--- src/rtl/sha256_pkg.sv ---
// -----------------------------------------------------------------------------
// sha256_pkg
//
// Shared definitions for the SHA-256 datapath: the 32-bit word type, the
// schedule/round counts, the small-sigma rotate/shift amounts and the s0/s1
// functions. The compression stage imports the same s0/s1 so both stages
// agree bit-for-bit.
//
// No ports (package).
// -----------------------------------------------------------------------------
package sha256_pkg;

    typedef logic [31:0] word_t;

    localparam int SCHED_WORDS   = 16;
    localparam int SHA256_ROUNDS = 64;

    // s0(x) = ROTR7 ^ ROTR18 ^ SHR3
    localparam int unsigned S0_ROT_A = 7;
    localparam int unsigned S0_ROT_B = 18;
    localparam int unsigned S0_SHR   = 3;
    // s1(x) = ROTR17 ^ ROTR19 ^ SHR10
    localparam int unsigned S1_ROT_A = 17;
    localparam int unsigned S1_ROT_B = 19;
    localparam int unsigned S1_SHR   = 10;

    // Message-schedule FSM encoding.
    localparam logic [0:0] ST_LOAD   = 1'b0;
    localparam logic [0:0] ST_EXPAND = 1'b1;

    function automatic word_t rotr(input word_t x, input int unsigned n);
        return (x >> n) | (x << (32 - n));
    endfunction

    function automatic word_t s0(input word_t x);
        return rotr(x, S0_ROT_A) ^ rotr(x, S0_ROT_B) ^ (x >> S0_SHR);
    endfunction

    function automatic word_t s1(input word_t x);
        return rotr(x, S1_ROT_A) ^ rotr(x, S1_ROT_B) ^ (x >> S1_SHR);
    endfunction

endpackage

--- src/rtl/sha256_msg_schedule_if.sv ---
// -----------------------------------------------------------------------------
// sha256_msg_schedule_if
//
// Bundles the message-input and schedule-output handshakes of the SHA-256
// message scheduler plus its status flags.
//
// Handshake rule (both channels): a transfer happens on a rising clock edge
// where valid and ready are both high. The sender keeps data stable while
// valid is high and ready is low; ready never depends combinationally on
// valid.
//
// Signals:
//   MsgValid / MsgReady / MsgWord : 32-bit message words into the scheduler
//   WValid / WReady / WData / WIndex : schedule words Wt out, t in WIndex
//   Busy : scheduler is expanding a block
//   Done : one-cycle pulse after the last schedule word is accepted
// Modports: master (block source / word consumer), slave (the scheduler).
// -----------------------------------------------------------------------------
interface sha256_msg_schedule_if;
    import sha256_pkg::*;

    logic       MsgValid;
    logic       MsgReady;
    word_t      MsgWord;
    logic       WValid;
    logic       WReady;
    word_t      WData;
    logic [5:0] WIndex;
    logic       Busy;
    logic       Done;

    modport master (
        output MsgValid, MsgWord, WReady,
        input  MsgReady, WValid, WData, WIndex, Busy, Done
    );

    modport slave (
        input  MsgValid, MsgWord, WReady,
        output MsgReady, WValid, WData, WIndex, Busy, Done
    );

endinterface

--- src/rtl/ThirtytwobitAdder.sv ---
// -----------------------------------------------------------------------------
// ThirtytwobitAdder
//
// 32-bit modular adder shared across the SHA-256 datapath; the carry out is
// discarded (arithmetic mod 2^32).
//
// Ports:
//   a_i, b_i : 32-bit operands
//   sum_o    : (a_i + b_i) mod 2^32
// -----------------------------------------------------------------------------
module ThirtytwobitAdder
    import sha256_pkg::*;
(
    input  word_t a_i,
    input  word_t b_i,
    output word_t sum_o
);

    assign sum_o = a_i + b_i;

endmodule

--- src/rtl/sha256_sched_sum.sv ---
// -----------------------------------------------------------------------------
// sha256_sched_sum
//
// Combinational next-word generator for the message schedule:
//   New = s1(Win14) + Win9 + s0(Win1) + Win0   (mod 2^32)
// built as a two-level tree of ThirtytwobitAdder instances so the adder
// structure matches the compression stage.
//
// Ports:
//   win0_i, win1_i, win9_i, win14_i : taps of the 16-word sliding window
//   sum_o                           : next schedule word
// -----------------------------------------------------------------------------
module sha256_sched_sum
    import sha256_pkg::*;
(
    input  word_t win0_i,
    input  word_t win1_i,
    input  word_t win9_i,
    input  word_t win14_i,
    output word_t sum_o
);

    word_t sig0;
    word_t sig1;
    word_t sum_a;
    word_t sum_b;

    assign sig0 = s0(win1_i);
    assign sig1 = s1(win14_i);

    ThirtytwobitAdder u_add_s1 (
        .a_i   (sig1),
        .b_i   (win9_i),
        .sum_o (sum_a)
    );

    ThirtytwobitAdder u_add_s0 (
        .a_i   (sig0),
        .b_i   (win0_i),
        .sum_o (sum_b)
    );

    ThirtytwobitAdder u_add_final (
        .a_i   (sum_a),
        .b_i   (sum_b),
        .sum_o (sum_o)
    );

endmodule

--- src/rtl/sha256_msg_schedule.sv ---
// -----------------------------------------------------------------------------
// sha256_msg_schedule
//
// SHA-256 message-schedule expander. Loads one 512-bit block as 16 32-bit
// words (M0 first), then emits W0..W(NUM_ROUNDS-1), one word per handshake,
// from a 16-word sliding window. Win[0] is always the word on offer.
//
// Build option: define SHA256_SCHED_BYTESWAP_EN to byte-reverse each MsgWord
// before it is stored (little-endian hosts). Only the load path changes.
//
// Parameters:
//   NUM_ROUNDS : schedule words per block (16..64, 64 for SHA-256)
//
// Ports:
//   Clock       : rising-edge clock
//   Reset       : asynchronous, active-high
//   bus         : sha256_msg_schedule_if.slave (message in, Wt out, Busy, Done)
//   dbg_state_o : current FSM state (ST_LOAD / ST_EXPAND)
// -----------------------------------------------------------------------------
module sha256_msg_schedule
    import sha256_pkg::*;
#(
    parameter int NUM_ROUNDS = SHA256_ROUNDS
) (
    input  logic                   Clock,
    input  logic                   Reset,
    sha256_msg_schedule_if.slave   bus,
    output logic [0:0]             dbg_state_o
);

    logic [0:0] state_q, state_d;
    logic [3:0] load_cnt_q, load_cnt_d;
    logic [5:0] idx_q, idx_d;
    logic       done_q, done_d;
    word_t      win_q [SCHED_WORDS];
    word_t      win_d [SCHED_WORDS];

    word_t      new_word;
    word_t      load_word;
    logic       msg_fire;
    logic       w_fire;
    logic       last_fire;
    logic       refill;

    sha256_sched_sum u_sum (
        .win0_i  (win_q[0]),
        .win1_i  (win_q[1]),
        .win9_i  (win_q[9]),
        .win14_i (win_q[14]),
        .sum_o   (new_word)
    );

`ifdef SHA256_SCHED_BYTESWAP_EN
    assign load_word = {bus.MsgWord[7:0], bus.MsgWord[15:8],
                        bus.MsgWord[23:16], bus.MsgWord[31:24]};
`else
    assign load_word = bus.MsgWord;
`endif

    // Ready/valid are decoded from state only, so neither handshake input
    // reaches an output combinationally.
    assign msg_fire  = bus.MsgValid && (state_q == ST_LOAD);
    assign w_fire    = bus.WReady && (state_q == ST_EXPAND);
    assign last_fire = w_fire && (idx_q == 6'(NUM_ROUNDS - 1));
    // Only the first NUM_ROUNDS-16 shifts bring in a newly computed word;
    // after that the window just drains and zeros fill the tail.
    assign refill    = (int'(idx_q) < (NUM_ROUNDS - SCHED_WORDS));

    always_comb begin
        state_d    = state_q;
        load_cnt_d = load_cnt_q;
        idx_d      = idx_q;
        done_d     = 1'b0;
        win_d      = win_q;

        case (state_q)
            ST_LOAD: begin
                if (msg_fire) begin
                    win_d[load_cnt_q] = load_word;
                    if (load_cnt_q == 4'd15) begin
                        state_d    = ST_EXPAND;
                        load_cnt_d = 4'd0;
                        idx_d      = 6'd0;
                    end else begin
                        load_cnt_d = load_cnt_q + 4'd1;
                    end
                end
            end
            ST_EXPAND: begin
                if (w_fire) begin
                    for (int i = 0; i < SCHED_WORDS - 1; i++) begin
                        win_d[i] = win_q[i+1];
                    end
                    win_d[SCHED_WORDS-1] = refill ? new_word : '0;
                    if (last_fire) begin
                        state_d = ST_LOAD;
                        idx_d   = 6'd0;
                        done_d  = 1'b1;
                    end else begin
                        idx_d = idx_q + 6'd1;
                    end
                end
            end
            default: begin
                state_d = ST_LOAD;
            end
        endcase
    end

    always_ff @(posedge Clock or posedge Reset) begin
        if (Reset) begin
            state_q    <= ST_LOAD;
            load_cnt_q <= 4'd0;
            idx_q      <= 6'd0;
            done_q     <= 1'b0;
            for (int i = 0; i < SCHED_WORDS; i++) begin
                win_q[i] <= '0;
            end
        end else begin
            state_q    <= state_d;
            load_cnt_q <= load_cnt_d;
            idx_q      <= idx_d;
            done_q     <= done_d;
            for (int i = 0; i < SCHED_WORDS; i++) begin
                win_q[i] <= win_d[i];
            end
        end
    end

    assign bus.MsgReady = (state_q == ST_LOAD);
    assign bus.WValid   = (state_q == ST_EXPAND);
    assign bus.Busy     = (state_q == ST_EXPAND);
    assign bus.WData    = win_q[0];
    assign bus.WIndex   = idx_q;
    assign bus.Done     = done_q;
    assign dbg_state_o  = state_q;

endmodule

--- src/flat_wrapper.sv ---
// flat-port wrapper written by rule: the top's interface ports become plain ports
module sha256_msg_schedule_flat import sha256_pkg::*;
#(
    parameter int NUM_ROUNDS = SHA256_ROUNDS
)
  (Clock, Reset, dbg_state_o, bus_MsgValid, bus_MsgWord, bus_WReady, bus_MsgReady, bus_WValid, bus_WData, bus_WIndex, bus_Busy, bus_Done);
  sha256_msg_schedule_if bus_i ();
  input  logic Clock;
  input  logic Reset;
  output logic [0:0] dbg_state_o;
  input wire logic [$bits(bus_i.MsgValid)-1:0] bus_MsgValid;
  input wire logic [$bits(bus_i.MsgWord)-1:0] bus_MsgWord;
  input wire logic [$bits(bus_i.WReady)-1:0] bus_WReady;
  output wire logic [$bits(bus_i.MsgReady)-1:0] bus_MsgReady;
  output wire logic [$bits(bus_i.WValid)-1:0] bus_WValid;
  output wire logic [$bits(bus_i.WData)-1:0] bus_WData;
  output wire logic [$bits(bus_i.WIndex)-1:0] bus_WIndex;
  output wire logic [$bits(bus_i.Busy)-1:0] bus_Busy;
  output wire logic [$bits(bus_i.Done)-1:0] bus_Done;
  assign bus_i.MsgValid = bus_MsgValid;
  assign bus_i.MsgWord = bus_MsgWord;
  assign bus_i.WReady = bus_WReady;
  assign bus_MsgReady = bus_i.MsgReady;
  assign bus_WValid = bus_i.WValid;
  assign bus_WData = bus_i.WData;
  assign bus_WIndex = bus_i.WIndex;
  assign bus_Busy = bus_i.Busy;
  assign bus_Done = bus_i.Done;
  sha256_msg_schedule #(.NUM_ROUNDS(NUM_ROUNDS)) u_core (.Clock(Clock), .Reset(Reset), .bus(bus_i), .dbg_state_o(dbg_state_o));
endmodule
--- config.mk ---
export PLATFORM = sky130hd
export DESIGN_NAME = sha256_msg_schedule_flat
export DESIGN_NICKNAME = d
export VERILOG_FILES = /design/src/rtl/sha256_pkg.sv /design/src/rtl/sha256_msg_schedule_if.sv /design/src/rtl/ThirtytwobitAdder.sv /design/src/rtl/sha256_sched_sum.sv /design/src/rtl/sha256_msg_schedule.sv /design/src/flat_wrapper.sv
export SDC_FILE = /design/constraint.sdc
export NUM_CORES = 2
export LEC_CHECK = 0
export ABC_AREA = 1
export BUFFER_PORTS_ARGS = -buffer_cell sky130_fd_sc_hd__buf_4
export CAP_MARGIN = 0
export CORE_AREA = 2 2 237 239
export CTS_CLUSTER_DIAMETER = 120
export CTS_CLUSTER_SIZE = 28
export DETAILED_ROUTE_END_ITERATION = 6
export DIE_AREA = 0 0 239 241
export PLACE_DENSITY = 0.68
export SYNTH_ARGS = -nofsm -noshare
export SYNTH_HDL_FRONTEND = slang
export SYNTH_SLANG_ARGS = --single-unit
--- constraint.sdc ---
create_clock -name Clock -period 20.5 [get_ports Clock]
set_clock_uncertainty 0.2 [all_clocks]
set_input_delay 0 -clock Clock [delete_from_list [all_inputs] [get_ports Clock]]
set_output_delay 0 -clock Clock [all_outputs]
set_load 0.05 [all_outputs]
==> results.md <==
- Largest net degree at the start of global routing: ~190
- Post-synthesis mux area share: 0%
- Post-DP HPWL: roughly 67 mm
- Core Area: between 50000 and 60000 sq um
- Post-synth top area cell: dfrtp_1
- Post-synthesis sequential area ratio: 43.57%
- Combinational family with the most area after synthesis: compound AO/OA/AOI/OAI gates
- Ports: 79
- NumNets Final: approximately 3800
- Max-cap viol count: 0
- DP Cell Count: ~4400
- Initial antenna violation count: 1
- Root Buffer: clkbuf_16
- DR WL/cell: between 20 and 25 um
- Relative slew slack: between 20% and 30%
- Clk pin slew, worst setup/hold paths: approximately 0.12 ns
- Status: completed
- RSZ-0062 raised after global routing: false
- Total global-route track usage: 33.51%
- Worst slew pin tran: 1.156 ns
- CP required: roughly 21 ns
- CP bufs+invs: 3
- Cell variety after synth: 40
- Final setup violation count: 0
- Min cycle time layout: between 4 and 5 ns
- Clock Sink Count: ~520
- Final max-slew violation count: 0
- Setup CP Type: reg2reg
- Number of nets still failing antenna checks after routing: 0
- Setup TNS: 0 ns
- Global route total overflow: 0
- Primary FF master, synth: dfrtp_1
- Post-CTS Setup Bufs: 0
- Ys async rst share: between 90% and 100%
- Number of synthesized flops with an enable pin: 0
- Share of cells above drive strength 1: under 10%
- First-pass GRT wire length: about 150 mm
- Post-Syn Area per Cell: ~8 sq um
- Max Root-Sink Buffers: 3
- Multi-input logic area: approximately 13000 sq um
- TritonCTS clock tree: built
- # port buffers: slightly below 80
- Synth Area in Compound Gates: 20.49%
- GR peak layer: met2
- Fin crit share: 21.15%
- Ant. Diodes: 0
- Height of the chip: approximately 240 um
- Die ar.: between 50000 and 60000 sq um
- Nature of the critical path endpoint: flip-flop
- Share of the synthesized area in the top cell type: a little over two fifths
- Fin util: between 50% and 60%
- Met3 Use GR: roughly 6.4%
- Yosys warning total: 0
- Post-CTS resize count: 0
- WHS: about 0.08 ns
- Post-Route WL: just under 100 mm
- Initial drt markers: about 3000
- CP max FO: 187
- # H-tree levels: 1
- Largest cells by area after synthesis: dfrtp_1 (44%), nand2_1 (9.8%), o22ai_1 (9.4%), inv_1 (9.3%), o21ai_0 (8.0%)
- HP Class: in2reg
- Delay-heaviest family, CP: buffers and inverters
- Vias: between 20000 and 30000
- Crit-path slowest cell: dfrtp_2
- Final hold violations: 0
- Post-Synth Simple-Gate Area: between 10% and 20%
- Via density: 5.833
- GPL Wtd Cong: approximately 1.1
- Number of global-route vias before repair: between 20000 and 25000
- Initial DRT Pass Iterations: 6
- Register area: 13110 sq um
- Post-synthesis xor/xnor area fraction: 3.609%
- CP dominant cell by count: nor2_4
- Peak Freq: approximately 0.23 GHz
- Count of non-filler cells in the finished layout: approximately 4400
- Flops & latches, synth: 524
- Crit path DAT: approximately 4.6 ns
- CTS Buf Count: 23
- Cell Rows: 86
- Startpoint Class: flip-flop
- Adder-Cell Fraction of Synth Area: around 5.6%
- # DRC: 0
- Clock Latency Late Sink: a little over 0.6 ns
- Gate Count Post-Synth: between 3000 and 4000
- Cell Area, Synth: about 30000 sq um
- Area Overhead vs Synth: 4.570%
- Syn_nets: 3947
- CP Cell Sequence: inv_16, buf_4, nand2_8, nor2_4, nor2_4, inv_4, o21ai_0, o21ba_1
- Slowest stage delay, CP: 0.80 ns
- Met2 Resource Use GR: 50.28%
- Initial Util: 54.84%
- Met1 usage: between 40% and 50%
- Fill cells: 5191
- Die width: roughly 240 um
==> area by class of cell <==
cell class                 instances  area share, %
tap                              704          2.799
timing repair buffer             148          3.817
clock inverter                     3         0.1431
clock buffer                      24          1.841
sequential                       524          41.67
multi-input combinational       2260          40.66
inverter                         753          9.066
==> final timing paths <==
kind                                    from                end  slack, ns  depth (start not counted)
setup reg to reg             u_core.bus.Busy   u_core.win_q[12]      16.16                          8
hold / removal                bus_MsgWord[4]    u_core.win_q[4]       0.08                          4
max in group asynchronous              Reset  u_core.win_q[202]      17.33                          6
min in group asynchronous              Reset  u_core.win_q[312]       0.55                          4
setup / recovery             u_core.bus.Busy   u_core.win_q[12]      16.16                          8
hold reg to reg            u_core.win_q[321]  u_core.win_q[321]       0.33                          2
==> registers in the layout, indices dropped and copies added, names as in the netlist <==
signal	flops
u_core.bus.Done	1
u_core.bus.WIndex	6
u_core.bus.Busy	1
u_core.bus.WData	32
u_core.win_q	480
u_core.load_cnt_q	4
==> layout by cell type (no fill, tap or decap), types with 23 or more instances in the layout <==
cell type	synthesis	final
o21ai_0	483	483
xor2_1	70	70
xnor2_1	54	54
ha_1	36	36
a31oi_1	27	27
fa_1	62	62
inv_1	746	745
buf_4	40	116
dlygate4sd3_1	0	31
nand2_1	782	781
clkbuf_16	0	23
dfrtp_1	524	523
o22ai_1	453	453
nor2_1	81	81
nand3_1	58	58
o21ai_1	29	29
a21oi_1	60	60
==> metal layers <==
| layer | share of wire (%) | vias up |
|---|---|---|
| li1 | - | 11979 |
| met1 | 44 | 12442 |
| met2 | 44 | 1135 |
| met3 | 8.7 | 199 |
| met4 | 4.2 | 2 |
| met5 | 0.014 | - |
==> logic make-up after synthesis <==
group / Yosys count
XOR/XNOR: 124
flip-flops: 524
AND/OR/NAND/NOR: 960
adder cells (fa/ha/maj): 98
buffers and inverters: 1029
AO/OA/AOI/OAI: 1078
==> worst min-delay path, cell delays in order <==
cell and delay, ns:
dlygate4sd3_1 0.55, buf_4 0.14, nand3_1 0.07, a31oi_1 0.08
==> cell usage after synthesis, drive strengths merged (60+ instances only) <==
master	instances
fa	62
dfrtp	524
clkbuf	99
a21oi	60
xor2	70
inv	753
nand2	785
buf	177
nor2	86
o22ai	453
nand3	60
o21ai	527
==> what timing repair did <==
action	in CTS	in global routing
hold buffers	31	0
endpoints found under the hold margin	164	0
setup endpoints to repair	0	0
==> per-stage QoR <==
| step | setup slack (ns) | area [sq um] |
|---|---|---|
| after floorplan | 5.660 | 30090 |
| after global placement | 16.31 | 30530 |
| after detailed placement | 16.30 | 30530 |
| after CTS | 16.30 | 31470 |
| after global routing | 15.97 | 31470 |
| final | 16.16 | 31470 |
Power is not shown: default switching activity piles up to over one toggle a cycle in this logic, so the estimate is an artifact.
